==> src/rtl/uart_tx_if.sv <==
// uart_tx byte handshake: fabric (master) offers a byte,
// transmitter (slave) accepts it when ready.
interface uart_tx_if;
  logic       i_valid;
  logic [7:0] i_data;
  logic       o_ready;

  modport master (
    output i_valid,
    output i_data,
    input  o_ready
  );

  modport slave (
    input  i_valid,
    input  i_data,
    output o_ready
  );
endinterface

==> src/rtl/uart_tx.sv <==
// 8N1/8N2 UART transmitter, LSB first, fixed CLK_PER_BIT divide.
// Optional parity bit: define UART_TX_PARITY_EN (adds PARITY_ODD).
module uart_tx #(
  parameter int CLK_PER_BIT = 833,
  parameter int STOP_BITS   = 1
`ifdef UART_TX_PARITY_EN
  ,
  parameter int PARITY_ODD  = 0
`endif
) (
  input  logic      clk,
  input  logic      rst,
  uart_tx_if.slave  s_if,
  output logic      o_tx,
  output logic      o_busy,
  output logic      o_done
);

  localparam int CW = (CLK_PER_BIT > 1) ? $clog2(CLK_PER_BIT) : 1;
  localparam logic [CW-1:0] LAST  = CW'(CLK_PER_BIT - 1);
  localparam logic [2:0]    SLAST = 3'(STOP_BITS - 1);

  typedef enum logic [2:0] {
    S_IDLE,
    S_START,
    S_DATA,
`ifdef UART_TX_PARITY_EN
    S_PARITY,
`endif
    S_STOP
  } state_t;

  state_t        r_state;
  logic [CW-1:0] r_cnt;
  logic [2:0]    r_idx;
  logic [7:0]    r_shift;
  logic          r_tx;
  logic          r_ready;
  logic          r_busy;
  logic          r_done;
`ifdef UART_TX_PARITY_EN
  logic          r_par;
`endif

  logic w_last;
  logic w_hs;

  assign w_last = (r_cnt == LAST);
  assign w_hs   = s_if.i_valid && r_ready;

  // r_tx is decoded from the current state, so the line lags
  // the state by one clock and only moves on bit boundaries.
  always_ff @(posedge clk) begin
    if (rst) begin
      r_state <= S_IDLE;
      r_cnt   <= '0;
      r_idx   <= '0;
      r_shift <= '0;
      r_tx    <= 1'b1;
      r_ready <= 1'b1;
      r_busy  <= 1'b0;
      r_done  <= 1'b0;
`ifdef UART_TX_PARITY_EN
      r_par   <= 1'b0;
`endif
    end else begin
      r_done <= 1'b0;
      if (r_state != S_IDLE)
        r_cnt <= w_last ? '0 : r_cnt + 1'b1;
      unique case (r_state)
        S_IDLE: begin
          r_tx <= 1'b1;
          if (w_hs) begin
            r_state <= S_START;
            r_shift <= s_if.i_data;
            r_cnt   <= '0;
            r_idx   <= '0;
            r_ready <= 1'b0;
            r_busy  <= 1'b1;
`ifdef UART_TX_PARITY_EN
            r_par   <= (^s_if.i_data) ^ (PARITY_ODD != 0);
`endif
          end
        end
        S_START: begin
          r_tx <= 1'b0;
          if (w_last)
            r_state <= S_DATA;
        end
        S_DATA: begin
          r_tx <= r_shift[r_idx];
          if (w_last) begin
            if (r_idx == 3'd7) begin
              r_idx   <= '0;
`ifdef UART_TX_PARITY_EN
              r_state <= S_PARITY;
`else
              r_state <= S_STOP;
`endif
            end else begin
              r_idx <= r_idx + 1'b1;
            end
          end
        end
`ifdef UART_TX_PARITY_EN
        S_PARITY: begin
          r_tx <= r_par;
          if (w_last)
            r_state <= S_STOP;
        end
`endif
        S_STOP: begin
          r_tx <= 1'b1;
          if (w_last) begin
            if (r_idx == SLAST) begin
              r_state <= S_IDLE;
              r_idx   <= '0;
              r_ready <= 1'b1;
              r_busy  <= 1'b0;
              r_done  <= 1'b1;
            end else begin
              r_idx <= r_idx + 1'b1;
            end
          end
        end
        default: r_state <= S_IDLE;
      endcase
    end
  end

  assign s_if.o_ready = r_ready;
  assign o_tx         = r_tx;
  assign o_busy       = r_busy;
  assign o_done       = r_done;

endmodule
==> src/flat_wrapper.sv <==
// flat-port wrapper written by rule: the top's interface ports become plain ports
module uart_tx_flat 
#(
  parameter int CLK_PER_BIT = 833,
  parameter int STOP_BITS   = 1

)
  (clk, rst, o_tx, o_busy, o_done, s_if_i_valid, s_if_i_data, s_if_o_ready);
  uart_tx_if s_if_i ();
  input  logic clk;
  input  logic rst;
  output logic o_tx;
  output logic o_busy;
  output logic o_done;
  input wire logic [$bits(s_if_i.i_valid)-1:0] s_if_i_valid;
  input wire logic [$bits(s_if_i.i_data)-1:0] s_if_i_data;
  output wire logic [$bits(s_if_i.o_ready)-1:0] s_if_o_ready;
  assign s_if_i.i_valid = s_if_i_valid;
  assign s_if_i.i_data = s_if_i_data;
  assign s_if_o_ready = s_if_i.o_ready;
  uart_tx #(.CLK_PER_BIT(CLK_PER_BIT), .STOP_BITS(STOP_BITS)) u_core (.clk(clk), .rst(rst), .s_if(s_if_i), .o_tx(o_tx), .o_busy(o_busy), .o_done(o_done));
endmodule
==> config.mk <==
export PLATFORM = sky130hd
export DESIGN_NAME = uart_tx_flat
export DESIGN_NICKNAME = d
export VERILOG_FILES = /design/src/rtl/uart_tx_if.sv /design/src/rtl/uart_tx.sv /design/src/flat_wrapper.sv
export SDC_FILE = /design/constraint.sdc
export NUM_CORES = 1
export LEC_CHECK = 0
export CAP_MARGIN = 20
export CORE_MARGIN = 2
export CORE_UTILIZATION = 50
export DETAILED_ROUTE_END_ITERATION = 8
export PLACE_DENSITY_LB_ADDON = 0.3
export SYNTH_ARGS = -nofsm -noshare
export SYNTH_HDL_FRONTEND = slang
export SYNTH_SLANG_ARGS = --single-unit
==> constraint.sdc <==
create_clock -name clk -period 1.6 [get_ports clk]
set_input_delay 0.32 -clock clk [delete_from_list [all_inputs] [get_ports clk]]
set_output_delay 0.32 -clock clk [all_outputs]
set_load 0.005 [all_outputs]
# Word-level counts from Yosys, hierarchy flattened
# Cells that the tools add are included.
# word_totals
regBits	28
latch_bits	0
ram_bits	0
romBits	0
in_bits	11
output_inout_bits	4
word_cells	66
n_memories	0
# op_classes
n_addsub	2
mul	0
div_mod_pow	0
n_lt_le_gt_ge	1
n_eq_ne	11
n_shift	0
mux	29
n_bitwise	2
n_reduce_logical	13
# ops
operator	count
two-way mux 10 bit	4
two-way mux 3 bit	11
inequality test 2 x 1 -> 1 bit (second input constant)	6
case mux 3 bit (4 select lines)	1
adder 10 x 1 -> 10 bit (second input constant)	1
== test 10 bit (second input constant)	1
case mux 3 bit (3 select lines)	1
nonzero test 3 bit	3
two-way mux 1 bit	8
AND reduction 4 bit	2
== test 3 x 2 -> 1 bit (second input constant)	2
zero test 3 bit	2
AND reduction 6 bit	1
< comparator 3 x 4 -> 1 bit (second input constant)	1
case mux 1 bit (2 select lines)	2
adder 3 x 1 -> 3 bit (second input constant)	1
binary-select mux 1 bit (select 3 bit)	1
== test 3 x 1 -> 1 bit (second input constant)	1
== test 3 bit (second input constant)	1
case mux 1 bit (3 select lines)	1
OR reduction 3 bit	1
NOT 1 bit	2
AND reduction 2 bit	1
nonzero test 2 bit	1
other kinds (2)	2

# Depth between registers and ports, before layout
# Gate-level depths: netlist (run 1).
# depth
depth_word	5
depth_mapped	7
ltp_nobuf	6

# Worst setup path before layout (run 1)
# Ideal clock, no wire load.
# synth_timing
path_kind	register -> register
startpoint	reg u_core.r_state[0]
endpoint	reg u_core.r_cnt[9]
setup_time_ns	0.070
arrival_time_ns	1.615
path_slack_ns	-0.085
stages_incl_launch_ff	7
path_cell_list	dfxtp_1 > inv_1 > ha_1 > buf_6 > or3_1 > or4_1 > a21oi_1
# synth_between
elab_chain_len	4
word_cells_on_any_way	5
cone_classes	mux (3); reduce/logical (2)
# synth_rtl
item	line	source
from (decl)	uart_tx.sv:33	state_t r_state;
from (signal assigned)	uart_tx.sv:55	r_state <= S_IDLE;
from (signal assigned)	uart_tx.sv:74	r_state <= S_START;
from (signal assigned)	uart_tx.sv:88	r_state <= S_DATA;
nonzero test 3 bit	uart_tx.sv:68	if (r_state != S_IDLE)
two-way mux 10 bit	uart_tx.sv:68	
two-way mux 10 bit	uart_tx.sv:73	if (w_hs) begin
two-way mux 10 bit (*)	uart_tx.sv:70	unique case (r_state)
to (signal assigned)	uart_tx.sv:69	r_cnt <= w_last ? '0 : r_cnt + 1'b1;
to (decl)	uart_tx.sv:34	logic [CW-1:0] r_cnt;
# Mark *: on every way between the ends. The rest lies on a longest branch, timed or not.
# A chain may end at the register's enable or synchronous reset.

# Worst setup path after layout (run 1)
# layout_timing
startpoint	reg u_core.r_cnt[1]
endpoint	reg u_core.r_cnt[3]
# layout_between
elab_chain_len	5
word_cells_on_any_way	6
cone_classes	add/sub (1); eq/ne (1); mux (4)
# layout_rtl
item	line
adder 10 x 1 -> 10 bit / == test 10 bit (equally long branches)	uart_tx.sv:69, uart_tx.sv:48
two-way mux 10 bit (*)	uart_tx.sv:69
two-way mux 10 bit (*)	uart_tx.sv:68
two-way mux 10 bit	uart_tx.sv:73
two-way mux 10 bit (*)	uart_tx.sv:70
# Marks and branches as above.

==> results of run 1 <==
[worst max path at each step]
stage,start,endpoint,slack [ns],cells past startpoint
global placement,s_if_i_valid,u_core.r_cnt[3]$_SDFF_PP0_,-0.04,6
detailed placement,s_if_i_valid,u_core.r_cnt[3]$_SDFF_PP0_,-0.09,6
CTS,u_core.r_cnt[1]$_SDFF_PP0_,u_core.r_cnt[8]$_SDFF_PP0_,-0.04,5
global route,u_core.r_cnt[0]$_SDFF_PP0_,u_core.r_cnt[8]$_SDFF_PP0_,-0.05,6
finish,u_core.r_cnt[1]$_SDFF_PP0_,u_core.r_cnt[3]$_SDFF_PP0_,0.02,7
floorplan,u_core.r_cnt[1]$_SDFF_PP0_,u_core.r_cnt[6]$_SDFF_PP0_,0.002,6
[power breakdown]
| group | internal (mW) | switching [mW] | total [mW] |
|---|---|---|---|
| Combinational | 0.811 | 0.740 | 1.55 |
| Sequential | 0.821 | 0.0927 | 0.913 |
| Clock | 0.0955 | 0.212 | 0.308 |
| Total | 1.73 | 1.05 | 2.77 |
[cell usage after synthesis, types with 3 or more instances]
cell type	number	area (um^2)
a21o_1	3	22.5
a21oi_1	6	30.0
a31oi_1	4	25.0
clkbuf_1	3	11.3
dfxtp_1	27	541
ha_1	9	113
inv_1	9	33.8
mux2i_1	16	160
nand2_1	16	60.1
nand3_1	10	50.1
nor2_1	14	52.6
nor3_1	3	15.0
o21ai_0	4	20.0
[stage by stage]
step           hold slack, ns  area (um^2)   util
3_5_place_dp            0.473         1770  0.640
2_1_floorplan           0.453         1460      -
3_3_place_gp            0.457         1770  0.640
6_report                0.495         1980  0.716
5_1_grt                 0.526         1980  0.716
4_1_cts                 0.492         1840  0.668
[registers in the layout, summed over array words and instances (netlist names)]
register	cells
u_core.r_cnt	10
u_core.r_shift	8
u_core.r_idx	3
u_core.r_state	2
u_core.o_busy	1
u_core.o_done	1
u_core.o_tx	1
u_core.s_if.o_ready	1
[critical path, cell delays in order (launching register included)]
cell      delay, ns
dfxtp_4        0.39
inv_2          0.07
ha_4           0.12
and4b_4        0.30
a311oi_4       0.12
buf_6          0.15
a21o_1         0.17
a22o_1         0.18
[cell families after synthesis]
| kind of cell | count (synthesis) |
|---|---|
| compound gates | 33 |
| fa+ha+maj | 9 |
| buf+inv | 15 |
| flops | 27 |
| mux | 17 |
| simple gates | 57 |
[layout make-up]
type / count / area (um^2)
Tap cell: 31 / 38.8
Multi-Input combinational cell: 116 / 960
Clock inverter: 1 / 7.51
Sequential cell: 27 / 559
Clock buffer: 3 / 22.5
Fill cell: 197 / 782
Inverter: 9 / 33.8
Timing Repair Buffer: 41 / 354
[timing repair]
action,CTS,global route
buffers inserted,2,3
pin swaps,2,5
endpoints found under the hold margin,0,0
setup endpoints to repair,9,17
resized for setup,7,28
[layer usage]
layer / track usage / vias up / routed length, um
li1: - / 652 / -
met1: 0.270 / 645 / 1620
met2: 0.386 / 33 / 1780
met3: 0.0313 / 8 / 120
met4: 0.0930 / 0 / 67
met5: 0 / - / 0
==> results.tsv, run 1 <==
metric	value	unit
Die Area	3350	um^2
Final Critical Period	1.58	ns
combinational family with the most area after synthesis	simple AND/OR/NAND/NOR gates	
initial core utilization	0.527	
compound-cell area share of the yosys netlist	0.171	
CTS tree	yes	
Max clock buf depth	2	
commonest non-fill, non-tap cell in the layout	buf_4	
DRC Markers	0	
# setup viols final	0	
most frequent cells in the layout	24 x buf_4, 18 x dfxtp_1, 16 x nand2_1, 16 x mux2i_1	
first-pass GRT wire length	5830	um
flop2flop setup slack	0.02	ns
simple-gate share of the synthesized area	0.203	
1st-pass router iterations	4	
antenna violations before repair	0	
HP Start	u_core.o_busy$_SDFFE_PP0P_	
I/O pin cnt	15	
Final Instance Count excl. Fillers	228	
pre-CTS setup slack	-0.0863	ns
Hold Path Stages	2	
HPWL after DPL	2470	um
Pleak	0.817	nW
number of synthesized register bits	27	
worst-skew pair later-pin latency	0.32	ns
Hold EP	u_core.o_busy$_SDFFE_PP0P_	
H-Tree Depth	1	
Core Region	2760	um^2
Die W	57.9	um
largest net degree at the start of global routing	17	
Global Route Usage Sum	0.221	
post-route setup slack	0.0172	ns
maximum vdd drop	0.00113	V
clock-pin slew of the registers on the worst-case setup and hold paths	0.15	ns
via/cell ratio	5.87	
Power Total	2.77	mW
TritonCTS Buffers	3	
CP endpoint kind	register	
cts hold-fix bufs	0	
synth unique cells	45	
# port buffers	14	
FP Rows	19	
area of the mapped netlist	1450	um^2
Final Max Slew Viols	0	
ant diodes	0	
post-synth net total	178	
fmax	632	MHz
Mapped Cells	158	
Hold Vio Cnt, Final	0	
crit start category	register	
RSZ-0062 raised after global routing	yes	
Area Overhead vs Synth	36.0	%
nets@finish	218	
multiplexer area fraction after synthesis	0.126	
Least-Margin Pin Slew	0.285	ns
vias post-DR	1338	
Tcrit/Tclk final	0.989	
Worst Path Arrival	1.82	ns
Die H	57.9	um
placed cells	219	
min-delay worst type	reg -> reg	
clock skew	0.00529	ns
register area share after synthesis	0.372	
crit path kind	reg -> reg	
Final ANT Viol Nets	0	
Synth Area in XOR/XNOR	0	
EDFF count, synth	0	
share of cells above drive strength 1	0.345	
clock sink total	27	
vias in the first global route	1343	
GR Overflow Total	0	
origin of the critical flop-to-flop path	u_core.r_cnt[1]$_SDFF_PP0_	
TNS Setup	0	ns
routability cong.	0.852	
Adder-Cell Fraction of Synth Area	0.0775	
Max-Slew Margin vs Limit	0.809	
Crit Reg-Reg Endpoint	u_core.r_cnt[3]$_SDFF_PP0_	
WL per Instance	15.8	um
Synth Flop Type	dfxtp_1	
clk root buf	clkbuf_4	
Yosys warnings	0	
drt total wl	3590	um
Syn Area/Cell	9.19	um^2
crit path max fanout	7	
max cap viols	0	
Worst Path Required	1.84	ns
R2R depth	7	
asr flop ratio synth	0	
DRT iter0 DRCs	37	
status	complete, no violations	
Power Dens Cells	1400	nW/um^2
Power figures use the tool's default switching activity.
==> run 2: changes to the inputs <==
Settings changed: CAP_MARGIN 20 to unset, TNS_END_PERCENT set to 1.
==> results.tsv, run 2 (synthesized netlist as in run 1, its figures left out) <==
metric	value	unit
Core Region	2760	um^2
fillers	195	
sequential power share	0.356	
# setup viols final	0	
DRT iter0 DRCs	40	
Worst Path Required	1.87	ns
initial core utilization	0.527	
min-delay worst type	reg -> reg	
crit path max fanout	6	
Power Total	2.59	mW
antenna violations before repair	0	
vias post-DR	1237	
end-of-flow core utilization	0.666	
status	complete, no violations	
1st-pass router iterations	4	
origin of the critical flop-to-flop path	u_core.r_state[1]$_SDFFE_PP0P_	
sw frac	0.368	
Final Max Slew Viols	0	
via/cell ratio	5.62	
R2R depth	5	
net switching power	0.952	mW
nets@finish	210	
Area Overhead vs Synth	26.4	%
Crit Reg-Reg Endpoint	u_core.r_cnt[9]$_SDFF_PP0_	
FP Rows	19	
Power Dens Cells	1410	nW/um^2
# port buffers	14	
H-Tree Depth	1	
flop2flop setup slack	0.02	ns
Logic pwr share	0.528	
CTS tree	yes	
I/O pin cnt	15	
crit path kind	reg -> reg	
critical path startpoint	u_core.r_state[1]$_SDFFE_PP0P_	
Max clock buf depth	2	
TritonCTS Buffers	3	
first-pass GRT wire length	5440	um
fmax	632	MHz
critical path capture point	u_core.r_cnt[9]$_SDFF_PP0_	
most frequent cells in the layout	20 x dfxtp_1, 18 x buf_4, 16 x nand2_1, 16 x mux2i_1	
CP endpoint kind	register	
RSZ-0062 raised after global routing	yes	
vias in the first global route	1229	
GR Overflow Total	0	
max reg flops	10	
Worst Path Arrival	1.85	ns
Reg with most FFs	u_core.r_cnt	
worst-skew pair later-pin latency	0.33	ns
Max-Slew Margin vs Limit	0.751	
clock-pin slew of the registers on the worst-case setup and hold paths	0.15	ns
Clk pwr share	0.116	
Die Area	3350	um^2
max cap viols	0	
clk root buf	clkbuf_4	
Tcrit/Tclk final	0.989	
largest net degree at the start of global routing	16	
Global Route Usage Sum	0.210	
clock sink total	27	
DRC Markers	0	
routability cong.	0.839	
Pleak	0.766	nW
Die H	57.9	um
Final Critical Period	1.58	ns
Die W	57.9	um
WL per Instance	14.1	um
Final ANT Viol Nets	0	
cts hold-fix bufs	0	
drt total wl	3100	um
share of cells above drive strength 1	0.249	
crit start category	register	
Reg area	554	um^2
Multi-input gate area	896	um^2
Power Internal	1.63	mW
clock skew	0.00407	ns
Largest regs	u_core.r_cnt (10), u_core.r_shift (8), u_core.r_idx (3)	
Hold WS	0.480	ns
commonest non-fill, non-tap cell in the layout	dfxtp_1	
HPWL after DPL	2300	um
ant diodes	0	
Least-Margin Pin Slew	0.372	ns
Hold Vio Cnt, Final	0	
maximum vdd drop	0.00119	V
run 2: changes by cell type in the layout (fill, tap and decap cells not counted), moves of 2 or more:
| cell | previous run | this run |
|---|---|---|
| nor3_2 | 2 | 0 |
| o41ai_2 | 0 | 2 |
| o41ai_1 | 2 | 0 |
| buf_4 | 24 | 18 |
| nor3_1 | 1 | 3 |
| inv_1 | 5 | 7 |
| buf_6 | 3 | 1 |
| a31oi_1 | 2 | 4 |
| inv_2 | 4 | 2 |
| dfxtp_1 | 18 | 20 |
| ha_4 | 3 | 1 |
| a31oi_2 | 2 | 0 |
run 2: cell type report:
class / count / area share
multi-input combinational: 116 / 0.488
sequential: 27 / 0.302
timing repair buffer: 33 / 0.156
tap: 31 / 0.0211
inverter: 9 / 0.0184
clock buffer: 3 / 0.0123
clock inverter: 1 / 0.00272
run 2: timing repair:
| action | in CTS | in global routing |
|---|---|---|
| resized for setup | 4 | 13 |
| endpoints found under the setup margin | 12 | 15 |
| pin swaps | 1 | 1 |
| buffers inserted | 0 | 1 |
run 2: power by group through the flow:
stage                     combinational [mW]  clock [mW]  sequential, mW
after floorplan                        0.835           0           0.894
after global placement                  1.21           0           0.906
after detailed placement                1.24           0           0.920
after CTS                               1.29       0.313           0.908
after global routing                    1.50       0.339           0.937
final                                   1.37       0.299           0.921
run 2: worst min path at each step:
| stage | start | to | slack, ns | cells past startpoint |
|---|---|---|---|---|
| after global routing | u_core.o_busy$_SDFFE_PP0P_ | u_core.o_busy$_SDFFE_PP0P_ | 0.51 | 2 |
| after global placement | u_core.o_busy$_SDFFE_PP0P_ | u_core.o_busy$_SDFFE_PP0P_ | 0.46 | 2 |
| after detailed placement | u_core.o_busy$_SDFFE_PP0P_ | u_core.o_busy$_SDFFE_PP0P_ | 0.46 | 2 |
| after CTS | u_core.o_busy$_SDFFE_PP0P_ | u_core.o_busy$_SDFFE_PP0P_ | 0.49 | 2 |
| after floorplan | u_core.r_state[1]$_SDFFE_PP0P_ | u_core.r_state[1]$_SDFFE_PP0P_ | 0.45 | 2 |
| final | u_core.o_busy$_SDFFE_PP0P_ | u_core.o_busy$_SDFFE_PP0P_ | 0.48 | 2 |
run 2: worst max-delay path, stage by stage, from the launching register on:
cell	delay, ns
dfxtp_4	0.39
inv_1	0.08
ha_4	0.19
or3_1	0.32
or4_1	0.41
a21oi_1	0.13
run 2: layer usage:
layer  vias up  GRT usage  share of wire  routed length, um
li1        641          -              -                  -
met1       565      0.262           0.45               1410
met2        27      0.365           0.50               1550
met3         4     0.0424          0.036                113
met4         0     0.0631          0.010                 32
met5         -          0              0                  0
run 2: stage by stage:
step	cell area (um^2)	setup TNS, ns	std cells	setup slack [ns]
3_5_place_dp	1730	-0.331	215	-0.0615
4_1_cts	1780	-0.0259	219	-0.0259
3_3_place_gp	1730	-0.279	215	-0.0633
6_report	1840	0	220	0.0176
5_1_grt	1840	-0.239	220	-0.0626
2_1_floorplan	1460	-0.0206	158	-0.0206
==> run 3: changes to the inputs <==
Settings changed: CTS_CLUSTER_DIAMETER set to 40, GPL_TIMING_DRIVEN set to 0, SLEW_MARGIN set to 25.
==> results.tsv, run 3 (synthesized netlist as in run 1, its figures left out) <==
metric	value	unit
R2R depth	6	
fmax	597	MHz
clock skew	0.0147	ns
Tcrit/Tclk final	1.05	
Core Region	2760	um^2
Hold WS	0.414	ns
Final Critical Period	1.67	ns
CP max stage delay	0.41	ns
# port buffers	13	
Hold Vio Cnt, Final	0	
sequential power share	0.358	
Die H	57.9	um
FP Rows	19	
crit start category	register	
Largest regs	u_core.r_cnt (10), u_core.r_shift (8), u_core.r_idx (3)	
placed inst area	1630	um^2
Worst Path Required	1.88	ns
DRT iter0 DRCs	44	
Slowest cell on crit path	dfxtp_4	
1st-pass router iterations	4	
Die W	57.9	um
Clk pwr share	0.117	
fillers	213	
Reg area	557	um^2
nets@finish	201	
TritonCTS Buffers	3	
Least-Margin Pin Slew	0.498	ns
Power Internal	1.62	mW
crit path max fanout	5	
drt total wl	3110	um
I/O pin cnt	15	
most frequent cells in the layout	22 x dfxtp_1, 16 x nand2_1, 16 x mux2i_1	
maximum vdd drop	0.00138	V
CP bufs+invs	1	
placed cells	202	
max cap viols	0	
pre-CTS setup slack	-0.169	ns
min-delay worst type	in -> reg	
Top delay family on crit path	simple AND/OR/NAND/NOR gates	
TNS Setup	-0.229	ns
CP endpoint kind	register	
Power Total	2.62	mW
clk root buf	clkbuf_4	
Logic pwr share	0.525	
sw frac	0.381	
critical path capture point	u_core.r_cnt[6]$_SDFF_PP0_	
Final Max Slew Viols	0	
Final ANT Viol Nets	0	
Max-Slew Margin vs Limit	0.668	
Max clock buf depth	2	
commonest non-fill, non-tap cell in the layout	dfxtp_1	
critical path startpoint	u_core.r_cnt[0]$_SDFF_PP0_	
Global Route Usage Sum	0.206	
max reg flops	10	
Pleak	0.736	nW
Worst Path Arrival	1.96	ns
antenna violations before repair	0	
final design instance area without fill	1820	um^2
Final Instance Count excl. Fillers	211	
H-Tree Depth	1	
Die Area	3350	um^2
DRC Markers	0	
vias post-DR	1231	
first-pass GRT wire length	5330	um
origin of the critical flop-to-flop path	u_core.r_cnt[0]$_SDFF_PP0_	
end-of-flow core utilization	0.661	
CTS tree	yes	
clock-pin slew of the registers on the worst-case setup and hold paths	0.15	ns
Crit Reg-Reg Endpoint	u_core.r_cnt[6]$_SDFF_PP0_	
post-route setup slack	-0.0740	ns
crit path kind	reg -> reg	
# setup viols final	8	
Stages on worst setup path	6	
Multi-input gate area	947	um^2
worst-skew pair later-pin latency	0.34	ns
flop2flop setup slack	-0.07	ns
WL per Instance	14.7	um
vias in the first global route	1178	
failing checks	negative setup slack	
ant diodes	0	
net switching power	0.999	mW
via/cell ratio	5.83	
clock sink total	27	
share of cells above drive strength 1	0.244	
routability cong.	0.793	
HPWL after DPL	2140	um
Reg with most FFs	u_core.r_cnt	
largest net degree at the start of global routing	16	
Area Overhead vs Synth	25.4	%
GR Overflow Total	0	
Power Dens Cells	1440	nW/um^2
initial core utilization	0.527	
status	complete, but fails checks	
Cell Chain, Critical Path	inv_4, ha_4, and4b_4, a311oi_4, or3b_1, nand3_1	
RSZ-0062 raised after global routing	yes	
[run 3: cell count changes in the layout (fill, tap and decap cells not counted), sizes merged]
cell,change
dlygate4sd1,+1
buf,-11
dlymetal6s2s,+1
clkbuf,+2
clkdlybuf4s50,-2
[run 3: routing by layer]
layer,up-vias,part of all wire,global-route usage
met5,-,0,0
met4,0,0.017,0.0797
met3,5,0.028,0.0268
met2,22,0.48,0.338
met1,590,0.47,0.276
li1,614,-,-
[run 3: worst reg2reg max path: stages (launching register included)]
cell and delay [ns]:
dfxtp_4 0.41, inv_4 0.05, ha_4 0.14, and4b_4 0.22
a311oi_4 0.35, or3b_1 0.38, nand3_1 0.08
[run 3: power groups by stage]
stage	logic (mW)	clock network, mW	registers [mW]
3_5_place_dp	1.10	0	0.913
5_1_grt	1.50	0.351	0.955
2_1_floorplan	0.835	0	0.894
6_report	1.38	0.306	0.938
4_1_cts	1.31	0.315	0.913
3_3_place_gp	1.07	0	0.906
[run 3: layout make-up]
type	instances	area share
tap	31	0.0213
clock inverter	1	0.00275
clock buffer	3	0.0124
timing repair buffer	18	0.0934
multi-input combinational	116	0.520
inverter	9	0.0227
sequential	27	0.306
buffer	6	0.0220
[run 3: worst min-delay path by stage]
stage	start	end	slack, ns	depth (start not counted)
after floorplan	u_core.r_state[1]$_SDFFE_PP0P_	u_core.r_state[1]$_SDFFE_PP0P_	0.45	2
after global placement	u_core.o_busy$_SDFFE_PP0P_	u_core.o_busy$_SDFFE_PP0P_	0.45	2
after detailed placement	u_core.o_busy$_SDFFE_PP0P_	u_core.o_busy$_SDFFE_PP0P_	0.47	2
after CTS	rst	u_core.o_busy$_SDFFE_PP0P_	0.41	2
after global routing	rst	u_core.r_cnt[2]$_SDFF_PP0_	0.42	2
final	rst	u_core.o_busy$_SDFFE_PP0P_	0.41	2
[run 3: repair_timing]
item	4_1_cts	5_1_grt
pin swaps	4	5
setup buffers	5	0
gates resized for setup	18	16
setup endpoints to repair	14	22
hold buffers	0	0
